[config.mk]
export PLATFORM = sky130hd
export DESIGN_NAME = alu_muldiv_seq
export DESIGN_NICKNAME = d
export VERILOG_FILES = /design/src/rtl/alu_muldiv_seq_pkg.sv /design/src/rtl/alu_muldiv_seq.sv
export SDC_FILE = /design/constraint.sdc
export NUM_CORES = 1
export LEC_CHECK = 0
export CAP_MARGIN = 20
export CORE_MARGIN = 2
export CORE_UTILIZATION = 24
export DETAILED_ROUTE_END_ITERATION = 12
export PLACE_DENSITY = 0.46
export SYNTH_ARGS = -nofsm -noshare
export SYNTH_HDL_FRONTEND = slang
export SYNTH_SLANG_ARGS = --single-unit
[constraint.sdc]
create_clock -name clk -period 7.35 [get_ports clk]
set_input_delay 1.8375 -clock clk [delete_from_list [all_inputs] [get_ports clk]]
set_output_delay 1.8375 -clock clk [all_outputs]
set_load 0.01 [all_outputs]
[src/rtl/alu_muldiv_seq_pkg.sv]
// Shared definitions for the multi-cycle multiply/divide sequencer:
// ALU code map, muldiv op encodings, FSM states and iteration count.
package alu_muldiv_seq_pkg;

    localparam int XLEN       = 32;
    localparam int ITERATIONS = 32;
    localparam int CNT_W      = $clog2(ITERATIONS);

    // Shared ALU opcode map; only add and sub are driven by the sequencer.
    localparam logic [4:0] OP_ADD  = 5'b00000;
    localparam logic [4:0] OP_SUB  = 5'b00001;
    localparam logic [4:0] OP_AND  = 5'b00010;
    localparam logic [4:0] OP_OR   = 5'b00011;
    localparam logic [4:0] OP_XOR  = 5'b00100;
    localparam logic [4:0] OP_NOR  = 5'b00101;
    localparam logic [4:0] OP_SLT  = 5'b00110;
    localparam logic [4:0] OP_SLTU = 5'b00111;
    localparam logic [4:0] OP_SLL  = 5'b01000;
    localparam logic [4:0] OP_SRL  = 5'b01001;
    localparam logic [4:0] OP_SRA  = 5'b01010;
    localparam logic [4:0] OP_LUI  = 5'b01011;

    typedef enum logic [1:0] {
        MD_MULT  = 2'b00,
        MD_MULTU = 2'b01,
        MD_DIV   = 2'b10,
        MD_DIVU  = 2'b11
    } md_op_e;

    typedef enum logic [2:0] {
        ST_IDLE   = 3'd0,
        ST_ABS_A  = 3'd1,
        ST_ABS_B  = 3'd2,
        ST_ITER   = 3'd3,
        ST_FIX_LO = 3'd4,
        ST_FIX_HI = 3'd5,
        ST_DONE   = 3'd6
    } md_state_e;

    function automatic logic md_is_div(input md_op_e o);
        return (o == MD_DIV) || (o == MD_DIVU);
    endfunction

    function automatic logic md_is_signed(input md_op_e o);
        return (o == MD_MULT) || (o == MD_DIV);
    endfunction

endpackage

[src/rtl/alu_muldiv_seq.sv]
// Multi-cycle MULT/MULTU/DIV/DIVU sequencer. Borrows the shared execute-stage
// ALU for every add/sub and keeps the 64-bit result in HI/LO.
module alu_muldiv_seq
    import alu_muldiv_seq_pkg::*;
#(
    parameter logic [31:0] DZ_QUOTIENT = 32'hFFFF_FFFF
) (
    input  logic        clk,
    input  logic        rst,
    input  logic        start,
    input  logic [1:0]  op,
    input  logic [31:0] rs_val,
    input  logic [31:0] rt_val,
    output logic        busy,
    output logic        done,
    output logic        div_by_zero,
    output logic [31:0] hi,
    output logic [31:0] lo,
    output logic [4:0]  alu_opselect,
    output logic [31:0] alu_x,
    output logic [31:0] alu_y,
    input  logic [31:0] alu_res,
    input  logic        alu_c_out
);

    md_state_e        state_q, state_d;
    md_op_e           op_q, op_d;
    logic [31:0]      hi_q, hi_d;
    logic [31:0]      lo_q, lo_d;
    logic [31:0]      a_q, a_d;
    logic [31:0]      b_q, b_d;
    logic             neg_a_q, neg_a_d;
    logic             neg_b_q, neg_b_d;
    logic             carry_lo_q, carry_lo_d;
    logic             dbz_q, dbz_d;
    logic [CNT_W-1:0] cnt_q, cnt_d;

    logic        is_div;
    logic        is_signed;
    logic        sign_diff;
    logic [31:0] div_x;
    logic        accept;

    assign is_div    = md_is_div(op_q);
    assign is_signed = md_is_signed(op_q);
    assign sign_diff = neg_a_q ^ neg_b_q;

    always_comb begin
        state_d      = state_q;
        op_d         = op_q;
        hi_d         = hi_q;
        lo_d         = lo_q;
        a_d          = a_q;
        b_d          = b_q;
        neg_a_d      = neg_a_q;
        neg_b_d      = neg_b_q;
        carry_lo_d   = carry_lo_q;
        dbz_d        = dbz_q;
        cnt_d        = cnt_q;
        alu_opselect = OP_ADD;
        alu_x        = '0;
        alu_y        = '0;
        div_x        = {hi_q[30:0], lo_q[31]};
        accept       = 1'b0;

        case (state_q)
            ST_IDLE: begin
                if (start) begin
                    op_d       = md_op_e'(op);
                    a_d        = rs_val;
                    b_d        = rt_val;
                    neg_a_d    = 1'b0;
                    neg_b_d    = 1'b0;
                    carry_lo_d = 1'b0;
                    dbz_d      = 1'b0;
                    // A zero divisor short-circuits straight to DONE.
                    if (md_is_div(md_op_e'(op)) && (rt_val == '0)) begin
                        hi_d    = rs_val;
                        lo_d    = DZ_QUOTIENT;
                        dbz_d   = 1'b1;
                        state_d = ST_DONE;
                    end else begin
                        state_d = ST_ABS_A;
                    end
                end
            end

            ST_ABS_A: begin
                alu_opselect = OP_SUB;
                alu_y        = a_q;
                if (is_signed && a_q[31]) begin
                    a_d     = alu_res;
                    neg_a_d = 1'b1;
                end
                state_d = ST_ABS_B;
            end

            ST_ABS_B: begin
                alu_opselect = OP_SUB;
                alu_y        = b_q;
                if (is_signed && b_q[31]) begin
                    b_d     = alu_res;
                    neg_b_d = 1'b1;
                end
                // Both algorithms start with HI cleared and |a| in LO.
                hi_d    = '0;
                lo_d    = a_q;
                cnt_d   = CNT_W'(ITERATIONS - 1);
                state_d = ST_ITER;
            end

            ST_ITER: begin
                if (is_div) begin
                    alu_opselect = OP_SUB;
                    alu_x        = div_x;
                    alu_y        = b_q;
                    // hi[31] means the shifted partial remainder is 33 bits wide,
                    // so it always exceeds the divisor.
                    accept = hi_q[31] | alu_c_out;
                    hi_d   = accept ? alu_res : div_x;
                    lo_d   = {lo_q[30:0], accept};
                end else begin
                    alu_opselect = OP_ADD;
                    alu_x        = hi_q;
                    alu_y        = b_q;
                    if (lo_q[0]) begin
                        {hi_d, lo_d} = {alu_c_out, alu_res, lo_q[31:1]};
                    end else begin
                        {hi_d, lo_d} = {1'b0, hi_q, lo_q[31:1]};
                    end
                end
                if (cnt_q == '0) begin
                    state_d = ST_FIX_LO;
                end else begin
                    cnt_d = cnt_q - 1'b1;
                end
            end

            ST_FIX_LO: begin
                if (is_div) begin
                    alu_opselect = OP_SUB;
                    alu_y        = lo_q;
                    if (sign_diff) begin
                        lo_d = alu_res;
                    end
                end else begin
                    // Low half of the 64-bit two's complement negate.
                    alu_opselect = OP_ADD;
                    alu_x        = ~lo_q;
                    alu_y        = 32'd1;
                    if (sign_diff) begin
                        lo_d       = alu_res;
                        carry_lo_d = alu_c_out;
                    end
                end
                state_d = ST_FIX_HI;
            end

            ST_FIX_HI: begin
                if (is_div) begin
                    // Remainder takes the dividend's sign.
                    alu_opselect = OP_SUB;
                    alu_y        = hi_q;
                    if (neg_a_q) begin
                        hi_d = alu_res;
                    end
                end else begin
                    alu_opselect = OP_ADD;
                    alu_x        = ~hi_q;
                    alu_y        = {31'b0, carry_lo_q};
                    if (sign_diff) begin
                        hi_d = alu_res;
                    end
                end
                state_d = ST_DONE;
            end

            ST_DONE: begin
                state_d = ST_IDLE;
            end

            default: begin
                state_d = ST_IDLE;
            end
        endcase
    end

    always_ff @(posedge clk or posedge rst) begin
        if (rst) begin
            state_q    <= ST_IDLE;
            op_q       <= MD_MULT;
            hi_q       <= '0;
            lo_q       <= '0;
            a_q        <= '0;
            b_q        <= '0;
            neg_a_q    <= 1'b0;
            neg_b_q    <= 1'b0;
            carry_lo_q <= 1'b0;
            dbz_q      <= 1'b0;
            cnt_q      <= '0;
        end else begin
            state_q    <= state_d;
            op_q       <= op_d;
            hi_q       <= hi_d;
            lo_q       <= lo_d;
            a_q        <= a_d;
            b_q        <= b_d;
            neg_a_q    <= neg_a_d;
            neg_b_q    <= neg_b_d;
            carry_lo_q <= carry_lo_d;
            dbz_q      <= dbz_d;
            cnt_q      <= cnt_d;
        end
    end

    assign busy        = (state_q != ST_IDLE);
    assign done        = (state_q == ST_DONE);
    assign div_by_zero = dbz_q;
    assign hi          = hi_q;
    assign lo          = lo_q;

endmodule

==> qor.yml, run 1 <==
outcome:
  status: "complete, no violations"
clocking:
  root_buffer: "clkbuf_16"
  cts_setup_buffers: 0
  cts_tree: "done"
  insertion_delay_ns: 0.45
  cts_max_level: 4
  clkTransAtPathRegs_ns: 0.07
  ctsResizeCount: 0
  tritoncts.num_buffers: 17
  clockBufferDepth: 2
  hold_buffers: 0
  cts_sinks: 142
routing:
  drc: 0
  vias_per_cell: 5.359
  drtPass1Iterations: 6
  first_iter_violations: 1008
  via_count: 10410
  drtAntennaViolNets: 0
  routedWlPerCell_um: 24.16
  wl_mm: 46.94
setup_path:
  r2r-start: "state_q[0]$_DFFE_PP0P_"
  worstReg2RegEnd: "a_q[19]$_DFFE_PP0P_"
  end_kind: "output pin"
  worstPathRequired_ns: 5.51
  r2r_cells: 7
  arrival_ns: 4.10
  cp_max_fo: 55
  worstSetupPathType: "register to output pin"
  rrSetupSlack_ns: 3.08
  cp-start-kind: "register"
yosys:
  syn_area_um2: 10800
  synth_cell_type_count: 57
  yosysWarningCount: 0
  netlist_top_cells_count: "142 x dfrtp_1, 139 x a21oi_1, 137 x nor2_1"
  synth_edf_count: 0
  seq_area_frac_synth: 0.3290
  synth_area_per_cell_um2: 9.199
  synth_cells: 1174
  synth_top_area_share: 0.3290
  synth_flop_cell: "dfrtp_1"
  async_reset_ff_frac: 1.000
  synth_seq_cells: 142
  synth_area_leaders: "dfrtp_1 33%, mux2i_1 12%, mux2_4 8.3%, a21oi_1 6.4%, nor2_1 4.8%"
  synthMostInstantiatedCell: "dfrtp_1"
  yosys.area.top_type: "dfrtp_1"
finish:
  nets: 1441
  regArea_um2: 3562
  area_growth_pct: 31.33
  final_cells: 1943
  multi_input_area_um2: 6638
  n_fill_cell: 4645
  drive_gt1_frac: 0.1163
  final_area_um2: 14180
power_and_ir_drop:
  p_seq_frac: 0.287
  power.density_nw_per_um2: 442.0
  power.switching_mw: 2.564
  switching_share: 0.4091
  ir_worst_vdd_v: 0.0001519
  power.leakage_nw: 5.316
  power_frac_comb: 0.553
  internal-power_mw: 3.704
  pwr-share-clk: 0.160
sta:
  rsz0062_at_grt: "false"
  fin_setup_tns_ns: 0
  slew_headroom: 0.2320
  hold_viol: 0
  layout_setup_ws_ns: 1.411
  clock.fmax_mhz: 168.4
  finalSetupViolations: 0
  fin_skew_ns: 0.01753
  drv_slew: 0
  period_needed_ns: 5.939
  post-route-period-util: 0.8081
  tightest_slew_ns: 1.152
die:
  rows: 77
  coreArea_um2: 44320
  initial_core_util: 0.2437
  ios: 238
  die-height_um: 216.1
  die_w_um: 216.1
  die_area_um2: 46710
global_route:
  grt_pass1_wl_mm: 69.82
  grt-ovfl-total: 0
  grt_max_degree: 80
  grt_pass1_vias: 10490
  grt_util_all_layers: 0.1977
  antenna_found_initial: 2
place:
  dpl_worst_slack_ns: 1.906
  placed_cell_area_um2: 13530
  globalplace.congestion: 0.8248
  io_buffers: 233
  placed_cells: 1910
  dp_hpwl_mm: 31.15
hold_path:
  hold_depth: 2
  hold_path_startpoint: "div_by_zero$_DFFE_PP0P_"
  min_to: "div_by_zero$_DFFE_PP0P_"
  hold_path_class: "register to register"
run:
  maxCapViolCount: 0
[cells in the final DEF, fill, tap and decap left out, types with 12 or more instances in the layout]
cell type,n
a22o_1,31
nand3_1,12
clkbuf_16,17
nand2_1,107
a222oi_1,31
buf_4,26
o221ai_1,33
a211oi_1,62
a221o_1,31
a21oi_1,138
o21ai_0,12
mux2_4,60
clkdlybuf4s50_1,233
nor2b_1,34
mux2i_1,128
dfrtp_1,137
o22a_1,32
nor2_1,134
[metrics by stage]
stage                     total power [mW]  hold WS, ns  utilization
after floorplan                      3.753       0.4682            -
after detailed placement             5.296       0.4706       0.3053
after global placement               5.262       0.4690       0.3049
after CTS                            6.318       0.4870       0.3200
final                                6.268       0.4855       0.3200
after global routing                 6.677       0.5213       0.3200
[how the worst max path moves through the flow]
stage,cells after the start,from,slack [ns],endpoint
4_1_cts,6,state_q[0]$_DFFE_PP0P_,1.43,alu_y[24]
3_5_place_dp,6,state_q[0]$_DFFE_PP0P_,1.91,alu_y[24]
2_1_floorplan,1,rst,1.70,a_q[0]$_DFFE_PP0P_
5_1_grt,6,state_q[0]$_DFFE_PP0P_,1.24,alu_y[27]
6_report,6,state_q[0]$_DFFE_PP0P_,1.41,alu_y[23]
3_3_place_gp,6,state_q[0]$_DFFE_PP0P_,1.98,alu_y[27]
[state kept, by name, summed over array words and instances (netlist names)]
register     cells
div_by_zero      1
b_q             32
op_q             2
cnt_q            5
hi              32
neg_b_q          1
a_q             32
state_q          3
neg_a_q          1
lo              32
carry_lo_q       1
[final cells by class]
type	instances	share of cell area
Multi-Input combinational cell	910	0.4680
Sequential cell	142	0.2512
Timing Repair Buffer	261	0.1810
Tap cell	592	0.05223
Clock buffer	21	0.03247
Clock inverter	11	0.01323
Inverter	5	0.001676
Antenna cell	1	0.0001764
[power by group through the flow]
stage	Sequential [mW]	Clock, mW	Combinational [mW]
2_1_floorplan	1.56	0	2.20
4_1_cts	1.80	1.02	3.49
5_1_grt	1.87	1.05	3.75
3_3_place_gp	1.83	0	3.44
3_5_place_dp	1.81	0	3.48
6_report	1.80	1.00	3.46
[critical path, cell delays in order (launching register included)]
cell and delay, ns:
dfrtp_2 0.91, nor2b_4 0.29, buf_4 0.46, and2b_4 0.99, a222oi_1 0.27, nand2_1 0.12, clkdlybuf4s50_1 0.54
[metal layers]
layer  track usage  vias to the layer above  part of all wire
li1              -                     4767                 -
met1        0.2581                     5223              0.45
met2        0.3344                      374              0.48
met3       0.03453                       46             0.054
met4       0.05639                        2             0.018
met5             0                        -           0.00034
[kinds of logic after synthesis]
logic type	count (synthesis)	share of synthesized area
AO/OA/AOI/OAI	384	0.2602
other	1	0.0003473
flip-flops	142	0.3290
multiplexers	193	0.2073
AND/OR/NAND/NOR	322	0.1342
buffers and inverters	125	0.06256
XOR/XNOR	5	0.004056
adder cells (fa/ha/maj)	2	0.002317
(Power assumes the default switching activity.)
==> run 2, diff against run 1 <==
Clock period 7.35 ns to 5.6 ns, I/O delays scaled along.
==> qor.yml, run 2 (synthesized netlist as in run 1, its figures left out) <==
clocking:
  cts_setup_buffers: 0  # unchanged
  cts_sinks: 142  # unchanged
  tritoncts.num_buffers: 17  # unchanged
  cts_max_level: 4  # unchanged
  insertion_delay_ns: 0.44  # about the same
  root_buffer: "clkbuf_16"
  clkTransAtPathRegs_ns: 0.07  # about the same
  ctsResizeCount: 0  # unchanged
  cts_tree: "done"
  hold_buffers: 0  # unchanged
  clockBufferDepth: 2  # unchanged
sta:
  drv_slew: 0  # unchanged
  hold_viol: 0  # unchanged
  finalSetupViolations: 0  # unchanged
  layout_setup_ws_ns: 0.7490  # -0.6617 ns
  fin_skew_ns: 0.01159  # -0.005940 ns
  post-route-period-util: 0.8663
  clock.fmax_mhz: 206.1
  whs_ns: 0.4886  # +0.003075 ns
  slew_headroom: 0.2872  # +0.05521
  rsz0062_at_grt: "false"
  fin_setup_tns_ns: 0  # unchanged
  period_needed_ns: 4.851
  tightest_slew_ns: 1.067  # -0.08520 ns
power_and_ir_drop:
  power.leakage_nw: 5.303  # -0.25%
  power.density_nw_per_um2: 576.6  # +30%
  power_frac_comb: 0.567  # +0.014
  p_total_mw: 8.175  # +30%
  internal-power_mw: 4.752  # +28%
  power.switching_mw: 3.423  # +33%
  switching_share: 0.4188  # +0.009665
  ir_worst_vdd_v: 0.0001905  # +25%
  pwr-share-clk: 0.146  # -0.014
  p_seq_frac: 0.286  # about the same
finish:
  area_growth_pct: 31.29  # about the same
  final_cell_mix: "233 x clkdlybuf4s50_1, 138 x a21oi_1, 137 x dfrtp_1"
  regArea_um2: 3562  # unchanged
  n_fill_cell: 4624  # -0.45%
  final_cells: 1944  # +0.051%
  final_area_um2: 14180  # about the same
  nets: 1443  # +0.14%
  layout_commonest_cell: "clkdlybuf4s50_1"
  drive_gt1_frac: 0.1191  # +0.002787
  antenna_cells: 0  # -1
  final_util: 0.3199  # about the same
  multi_input_area_um2: 6638  # unchanged
global_route:
  grt_pass1_wl_mm: 70.34  # +0.74%
  grt_util_all_layers: 0.1997  # +0.002018
  grt_pass1_vias: 10440  # -0.45%
  antenna_found_initial: 0  # -2
  grt_max_degree: 136  # +70%
  grt-ovfl-total: 0  # unchanged
routing:
  routedWlPerCell_um: 24.28  # +0.52%
  drtPass1Iterations: 8  # +2
  vias_per_cell: 5.332  # -0.50%
  drtAntennaViolNets: 0  # unchanged
  first_iter_violations: 866  # -14%
  via_count: 10370  # -0.45%
  wl_mm: 47.21  # +0.57%
  drc: 0  # unchanged
die:
  initial_core_util: 0.2437  # unchanged
  die_area_um2: 46710  # unchanged
  die_w_um: 216.1  # unchanged
  rows: 77  # unchanged
  ios: 238  # unchanged
  coreArea_um2: 44320  # unchanged
  die-height_um: 216.1  # unchanged
setup_path:
  cpMaxStageDelayCell: "dfrtp_2"
  cp_max_fo: 33  # -40%
  arrival_ns: 3.45  # -0.65 ns
  worstPathRequired_ns: 4.20  # -1.31 ns
  cp-start-kind: "register"
  end_kind: "output pin"
  max_stage_delay_ns: 0.70  # -0.29 ns
  crit_chain: "nor2b_4, nand2_2, buf_4, nor2_1, a21oi_1, o221ai_1, clkdlybuf4s50_1"
  worstSetupPathType: "register to output pin"
place:
  dp_hpwl_mm: 31.33  # +0.57%
  dpl_worst_slack_ns: 1.159  # -0.7468 ns
  io_buffers: 233  # unchanged
  placed_cells: 1912  # +0.10%
  placed_cell_area_um2: 13580  # +0.39%
  globalplace.congestion: 0.8553  # +3.7%
run:
  maxCapViolCount: 0  # unchanged
hold_path:
  hold_path_class: "register to register"
outcome:
  status: "complete, no violations"
[run 2: changes by cell type in the layout (fill, tap and decap cells not counted), moves of 2 or more]
cell / previous run / this run
bufinv_16: 5 / 2
clkinv_4: 1 / 5
clkinvlp_4: 0 / 3
clkbuf_1: 2 / 0
buf_12: 2 / 5
[run 2: worst max-delay path: cells and delay by family (launching register included)]
kind	cells	cell delay (ns)
buffers and inverters	2	0.97
AND/OR/NAND/NOR	3	0.85
flip-flops	1	0.70
AO/OA/AOI/OAI	2	0.45
[run 2: layout make-up]
type / instances / share of cell area
inverter: 5 / 0.001677
clock inverter: 13 / 0.009972
sequential: 142 / 0.2512
multi-input combinational: 910 / 0.4681
tap: 592 / 0.05224
timing repair buffer: 263 / 0.1848
clock buffer: 19 / 0.03194
[run 2: per-layer routing]
metal / up-vias / GRT usage / share of wire
met2: 386 / 0.3325 / 0.48
met4: 0 / 0.06027 / 0.021
met1: 5158 / 0.2687 / 0.45
met3: 57 / 0.02723 / 0.041
li1: 4764 / - / -
met5: - / 0 / 0
[run 2: final timing paths]
kind / startpoint / end / slack, ns / cells past startpoint
worst max-delay path: state_q[1]$_DFFE_PP0P_ / alu_x[29] / 0.75 / 7
min in group asynchronous: rst / lo[17]$_DFFE_PP0P_ / 1.47 / 2
worst max register to register: state_q[1]$_DFFE_PP0P_ / a_q[29]$_DFFE_PP0P_ / 2.08 / 7
worst min register to register: div_by_zero$_DFFE_PP0P_ / div_by_zero$_DFFE_PP0P_ / 0.49 / 2
worst min-delay path: div_by_zero$_DFFE_PP0P_ / div_by_zero$_DFFE_PP0P_ / 0.49 / 2
max in group asynchronous: rst / op_q[1]$_DFFE_PP0P_ / 3.20 / 3
[run 2: power groups by stage]
stage / registers, mW / clock network [mW] / logic [mW]
2_1_floorplan: 2.04 / 0 / 2.88
3_3_place_gp: 2.36 / 0 / 4.61
3_5_place_dp: 2.36 / 0 / 4.65
4_1_cts: 2.34 / 1.22 / 4.67
5_1_grt: 2.43 / 1.27 / 5.01
6_report: 2.34 / 1.20 / 4.64
